**config.mk**
```make
export PLATFORM = sky130hd
export DESIGN_NAME = forward_scoreboard
export DESIGN_NICKNAME = d
export VERILOG_FILES = /design/src/rtl/forward_scoreboard.sv
export SDC_FILE = /design/constraint.sdc
export NUM_CORES = 1
export LEC_CHECK = 0
export CAP_MARGIN = 30
export CELL_PAD_IN_SITES_DETAIL_PLACEMENT = 1
export CELL_PAD_IN_SITES_GLOBAL_PLACEMENT = 1
export CORE_UTILIZATION = 35
export CTS_CLUSTER_DIAMETER = 100
export CTS_CLUSTER_SIZE = 24
export DETAILED_ROUTE_END_ITERATION = 7
export GPL_TIMING_DRIVEN = 0
export PLACE_DENSITY_LB_ADDON = 0.3
export SKIP_LAST_GASP = 1
export SLEW_MARGIN = 30
export SYNTH_ARGS = -nofsm -noshare
export SYNTH_HDL_FRONTEND = slang
export SYNTH_SLANG_ARGS = --single-unit
```
**constraint.sdc**
```tcl
create_clock -name clk -period 3.6 [get_ports clk]
set_input_delay 0.72 -clock clk [delete_from_list [all_inputs] [get_ports clk]]
set_output_delay 0.72 -clock clk [all_outputs]
set_load 0.05 [all_outputs]
```
**src/rtl/forward_scoreboard.sv**
```systemverilog
// Forwarding/hazard scoreboard: tracks in-flight register writes for DEPTH stages,
// picks the youngest producer per source operand and stalls on producers not yet ready.
module forward_scoreboard #(
  parameter int unsigned NUM_REGISTERS_LOG2 = 5,
  parameter int unsigned NUM_READ_PORTS     = 2,
  parameter int unsigned DEPTH              = 3,
  parameter int unsigned LAT_W              = 3,
  localparam int unsigned SEL_W             = $clog2(DEPTH + 1)
) (
  input  logic                                         clk,
  input  logic                                         reset,
  input  logic                                         flush,
  input  logic                                         issue_valid,
  input  logic                                         issue_reg_write,
  input  logic [NUM_REGISTERS_LOG2-1:0]                issue_rd,
  input  logic [LAT_W-1:0]                             issue_latency,
  input  logic [NUM_READ_PORTS*NUM_REGISTERS_LOG2-1:0] rs_addr,
  output logic [NUM_READ_PORTS*SEL_W-1:0]              fwd_sel,
  output logic                                         stall,
  output logic [SEL_W-1:0]                             inflight,
  output logic                                         lat_err
);

  logic [DEPTH-1:0]              valid_q, valid_d;
  logic [NUM_REGISTERS_LOG2-1:0] rd_q  [DEPTH];
  logic [NUM_REGISTERS_LOG2-1:0] rd_d  [DEPTH];
  logic [LAT_W-1:0]              cnt_q [DEPTH];
  logic [LAT_W-1:0]              cnt_d [DEPTH];
  logic [SEL_W-1:0]              inflight_q, inflight_d;
  logic                          lat_err_q, lat_err_d;

  logic                          load;
  logic                          lat_over;
  logic [LAT_W-1:0]              lat_eff;

  // Lowest matching slot wins, so a younger busy producer is never bypassed
  // by an older ready one.
  always_comb begin
    logic [NUM_REGISTERS_LOG2-1:0] rs;
    logic                          found;
    stall   = 1'b0;
    fwd_sel = '0;
    for (int unsigned p = 0; p < NUM_READ_PORTS; p++) begin
      rs    = rs_addr[p*NUM_REGISTERS_LOG2 +: NUM_REGISTERS_LOG2];
      found = 1'b0;
      for (int unsigned k = 0; k < DEPTH; k++) begin
        if (!found && valid_q[k] && (rd_q[k] == rs) && (rs != '0)) begin
          found                    = 1'b1;
          fwd_sel[p*SEL_W +: SEL_W] = SEL_W'(k + 1);
          if (cnt_q[k] != '0) stall = 1'b1;
        end
      end
    end
  end

  always_comb begin
    load     = issue_valid && !stall && issue_reg_write && (issue_rd != '0);
    lat_over = (32'(issue_latency) >= DEPTH);
    lat_eff  = lat_over ? LAT_W'(DEPTH - 1) : issue_latency;

    valid_d[0] = load;
    rd_d[0]    = issue_rd;
    cnt_d[0]   = lat_eff;
    for (int unsigned k = 0; k + 1 < DEPTH; k++) begin
      valid_d[k+1] = valid_q[k];
      rd_d[k+1]    = rd_q[k];
      cnt_d[k+1]   = (cnt_q[k] != '0) ? cnt_q[k] - LAT_W'(1) : '0;
    end

    lat_err_d = lat_err_q | (load && lat_over);

    inflight_d = '0;
    for (int unsigned k = 0; k < DEPTH; k++) begin
      inflight_d = inflight_d + SEL_W'(valid_d[k]);
    end
  end

  always_ff @(posedge clk) begin
    rd_q  <= rd_d;
    cnt_q <= cnt_d;
    if (reset) begin
      valid_q    <= '0;
      inflight_q <= '0;
      lat_err_q  <= 1'b0;
    end else if (flush) begin
      valid_q    <= '0;
      inflight_q <= '0;
    end else begin
      valid_q    <= valid_d;
      inflight_q <= inflight_d;
      lat_err_q  <= lat_err_d;
    end
  end

  assign inflight = inflight_q;
  assign lat_err  = lat_err_q;

endmodule

```
Word-level counts from Yosys, hierarchy flattened
Cells that the tools add are included.
{ "word_totals": {"out_inout_bits": 8, "regBits": 30} }
{ "classes": {"addsub": 4, "order_cmp": 1, "n_eq_ne": 6, "bitwise": 1, "muxes": 22, "reduce_logical": 32} }
{ "op_table": {"columns": ["operator", "count"], "rows": [
  ["$eq 5x5->1", 6],
  ["$logic_and 1x1->1", 20],
  ["$mux 1", 18],
  ["$reduce_bool 5->1", 3],
  ["$reduce_bool 3->1", 3],
  ["$mux 2", 4],
  ["$sub 3x1->3 const B", 2],
  ["$logic_not 1->1", 5],
  ["$ge 3x2->1 const B", 1],
  ["$add 1x1->2", 1],
  ["$add 2x1->2", 1],
  ["$reduce_or 2->1", 1],
  ["$or 1x1->1", 1]
]} }

Depth between registers and ports, before layout
Gate-level depths: netlist (run 1).
{ "depth": {"depth_word": 26, "depth_mapped": 8, "mapped_depth_nobuf": 8} }

Least setup slack after synthesis (run 1)
No wires, ideal clock.
{ "synth_timing": {"kind": "input-to-output", "from": "in rs_addr[7]", "to": "out fwd_sel[3]", "arrival_time_ns": 2.085, "slack_ns": 0.795, "t_required_ns": 2.880, "cell_stages": 4, "cell_sequence": "xnor2_1 -> nand4_1 -> or3_4 -> a21oi_1"} }
{ "synth_via": {"elab_chain_len": 14} }
{ "synth_rtl": {"columns": ["item", "line", "source"], "rows": [
  ["from (decl)", "17", "input logic [NUM_READ_PORTS*NUM_REGISTERS_LOG2-1:0] rs_addr,"],
  ["$eq 5x5->1", "47", "if (!found && valid_q[k] && (rd_q[k] == rs) && (rs != '0)) begin"],
  ["$logic_and 1x1->1 (2 in a row)", "47", null],
  ["$mux 1", "47", null],
  ["$logic_not 1->1", "47", null],
  ["$logic_and 1x1->1 (3 in a row)", "47", null],
  ["$mux 1", "47", null],
  ["$logic_not 1->1", "47", null],
  ["$logic_and 1x1->1 (3 in a row)", "47", null],
  ["$mux 2 (*)", "47", null],
  ["to (decl)", "18", "output logic [NUM_READ_PORTS*SEL_W-1:0] fwd_sel,"]
]} }
Every way passes the cells marked *; elsewhere a longest branch is shown, timed or not.

Final worst setup path (run 1)
{ "layout_timing": {"from": "in rs_addr[7]", "to": "out stall"} }
{ "layout_via": {"elab_chain_len": 14} }
{ "layout_rtl": {"columns": ["item", "line", "source"], "rows": [
  ["$eq 5x5->1", "47", null],
  ["$logic_and 1x1->1 (2 in a row)", "47", null],
  ["$mux 1", "47", null],
  ["$logic_not 1->1", "47", null],
  ["$logic_and 1x1->1 (3 in a row)", "47", null],
  ["$mux 1", "47", null],
  ["$logic_not 1->1", "47", null],
  ["$logic_and 1x1->1 (3 in a row)", "47", null],
  ["$mux 1 (*)", "47", null],
  ["to (decl)", "19", "output logic stall,"]
]} }
Marks and branches as above.

==> impl_metrics.yaml, run 1 <==
die:
  std_cell_rows: 22
  initial_core_util_pct: 38.04
  io-pin-count: 31
  core_um2: 3799
  die_h_um: 66.26
  die_w_um: 66.26
  die-area_um2: 4390
drt:
  route.detailed.drc: 0
  dr.pass1.iters: 4
  wl_mm: 3.129
  wl_per_cell_um: 14.09
  vias: 1076
  first_iter_violations: 16
  postRouteAntennaNets: 0
  via_per_inst: 4.847
flow_run:
  max_cap_violations: 0
sta:
  worst_hold_slack_ns: 0.3939
  maxSlewHeadroom_pct: 66.38
  tightest_slew_ns: 0.5027
  max_clock_freq_mhz: 285.7
  setup_violations: 0
  fin_ws_ns: 0.1001
  hold_viol: 0
  fin_crit_sh_pct: 97.22
  tns_ns: 0
  fin_crit_ns: 3.500
  finClkSkew_ns: 0.004411
  rsz0062_at_grt: "yes"
  slew_viol_final: 0
setup_path:
  endpoint_kind: "output port"
  cp.arrival_ns: 2.78
  cpPeakStageDelay_ns: 0.65
  crit_buf_inv: 2
  critPathSlowestCell: "clkdlybuf4s50_1"
  cp_max_fo: 4
  crit_chain: "clkdlybuf4s50_1 -> xnor2_2 -> nand4_1 -> or3_4 -> a2bb2oi_4 -> o221ai_4 -> buf_4"
  critical_path.top_delay_family: "buffers and inverters"
  worstReg2RegStart: "rd_d[1]"
  worstPathRequired_ns: 2.88
  critical_path_class: "primary input to output port"
  worstSetupPathDepth: 7
  critPathLaunchType: "primary input"
  worstReg2RegEnd: "inflight[0]"
  r2r_slack_ns: 1.27
  r2r.worst_path.cells: 8
yosys:
  synth_xor_area_share_pct: 18.18
  ys_warn_count: 0
  synth_fa_ha_area_share_pct: 4.848
  post_synth_num_cell_types: 36
  syn-mean-instance-area_um2: 10.63
  synth_top_family_by_area: "simple AND/OR/NAND/NOR gates"
  synth_top_flop_cell: "dfxtp_1"
  mappedNetlistArea_um2: 1445
  synthCells: 136
  synth_compound_gate_area_share_pct: 8.571
  synth-edff-count: 0
  syn_nets: 164
  synthMuxAreaShare_pct: 1.472
  yosys.area_share.simple_pct: 23.55
  synthArstFlopShare_pct: 0
  ys_seq_elements: 30
  synth_seq_area_share_pct: 41.56
clock_network:
  clock-sinks: 30
  htree_levels: 2
  hold_buffers: 0
  cts_buffers: 5
  cts_buffer_depth: 2
  root_buffer: "clkbuf_8"
  clock_latency_ns: 0.28
  clkTransAtPathRegs_ns: 0.07
  cts_tree: "built"
worst_hold_path:
  holdPathEnd: "rd_q[3]"
  hp-class: "flip-flop to flip-flop"
  worstHoldPathCells: 0
  hold_start: "rd_d[3]"
power:
  leakagePower_nw: 0.7250
  peakVddDrop_v: 0.0002377
  power_mw: 0.7379
  power.density_nw_per_um2: 389.0
grt:
  grtUsageMet3_pct: 5.690
  track_usage_pct: 17.34
  grt_pass1_wl_mm: 5.416
  grt_use_met2_pct: 28.83
  grt_util_met1_pct: 19.56
  gr-total-overflow: 0
  grt.busiest_layer: "met2"
  grt_pass1_vias: 1213
  grt_max_degree: 12
  antenna_found_initial: 0
final_layout:
  nets: 201
  fin_area_um2: 1897
  drive_above_1_share_pct: 14.94
  final_cell_mix: "30 x dfxtp_1, 25 x clkdlybuf4s50_1, 21 x xnor2_1"
  postLayoutCoreUtil_pct: 49.93
  final_cells: 222
  final_common_cell: "dfxtp_1"
  fill_cells: 424
  antenna_cells: 0
  areaGrowthSynthToFinish_pct: 31.26
placement:
  placed_cell_area_um2: 1805
  post-place-ws_ns: -0.5332
  hpwl_mm: 2.546
  place.gp.congestion: 0.8117
  numPortBuffers: 30
  placed_cells: 214
status:
  status: "finished clean"
## area by class of cell
class,instances,area (µm²),area share [%]
clock buffer,5,68.82,3.628
clock inverter,3,21.27,1.121
inverter,6,22.52,1.187
multi-input combinational,100,829.5,43.73
sequential,30,600.6,31.66
tap,48,60.06,3.166
timing repair buffer,30,294.0,15.50
## worst max path at each step
| stage | start | endpoint |
|---|---|---|
| floorplan | rs_addr[7] | fwd_sel[3] |
| global placement | rs_addr[3] | stall |
| detailed placement | rs_addr[7] | stall |
| CTS | rs_addr[7] | stall |
| global route | rs_addr[7] | stall |
| finish | rs_addr[7] | stall |
## cells in the mapped netlist, drive strengths merged (2+ instances only)
cell | instances | area, µm²
o2111ai | 2 | 17.52
and2 | 8 | 55.06
nor3 | 6 | 56.31
nand2b | 2 | 12.51
nand4 | 4 | 25.02
xnor2 | 22 | 192.7
ha | 4 | 50.05
or4 | 2 | 15.01
and2b | 2 | 16.27
nor2 | 12 | 45.04
inv | 6 | 22.52
nand2 | 7 | 26.28
nor4 | 3 | 48.80
xor2 | 8 | 70.07
dfxtp | 30 | 600.6
a21oi | 2 | 10.01
or3 | 3 | 28.78
## repair_timing
item,in CTS,in global routing
setup buffers,0,0
resized for setup,7,6
endpoints found under the setup margin,5,3
## routing by layer
metal | vias to the layer above | share of wire, %
li1 | 534 | -
met1 | 507 | 45
met2 | 31 | 48
met3 | 4 | 5.3
met4 | 0 | 1.5
met5 | - | 0
## cell families (layout without fill, tap and decap cells)
kind of cell	count (synthesis)	in the layout
AOI/OAI and AO/OA	11	11
xor gates and xnor gates	30	30
adders and majority gates	5	5
buffers and inverters	6	44
DFF	30	30
muxes	2	2
other	1	1
and+or+nand+nor	51	51
## power breakdown
group	total (mW)	switching, mW	leakage (nW)	internal [mW]
combinational	0.109	0.0509	0.430	0.0582
clock	0.263	0.128	0.0441	0.135
sequential	0.366	0.0143	0.250	0.352
total	0.738	0.193	0.725	0.545
## registers in the layout (all words and copies together), names as in the netlist
name / cells
inflight: 2
valid_q: 3
rd_d: 10
lat_err: 1
rd_q: 5
cnt_q: 9
Note: power is estimated with default switching activity, not from simulation.
==> inputs of run 2 (changes only) <==
--- a/config.mk
+++ b/config.mk
@@ -14,6 +14,7 @@
 export DETAILED_ROUTE_END_ITERATION = 7
 export GPL_TIMING_DRIVEN = 0
 export PLACE_DENSITY_LB_ADDON = 0.3
+export REMOVE_ABC_BUFFERS = 1
 export SKIP_LAST_GASP = 1
 export SLEW_MARGIN = 30
 export SYNTH_ARGS = -nofsm -noshare
==> results of run 2 <==
Same layout as run 1: the final DEF is identical, and so are final timing and power.
==> inputs of run 3 (changes only) <==
--- a/config.mk
+++ b/config.mk
@@ -5,10 +5,11 @@
 export SDC_FILE = /design/constraint.sdc
 export NUM_CORES = 1
 export LEC_CHECK = 0
-export CAP_MARGIN = 30
+export CAP_MARGIN = 20
 export CELL_PAD_IN_SITES_DETAIL_PLACEMENT = 1
 export CELL_PAD_IN_SITES_GLOBAL_PLACEMENT = 1
 export CORE_UTILIZATION = 35
+export CTS_BUF_LIST = sky130_fd_sc_hd__clkbuf_8
 export CTS_CLUSTER_DIAMETER = 100
 export CTS_CLUSTER_SIZE = 24
 export DETAILED_ROUTE_END_ITERATION = 7
==> results of run 3 <==
Same layout as run 1: the final DEF is identical, and so are final timing and power.
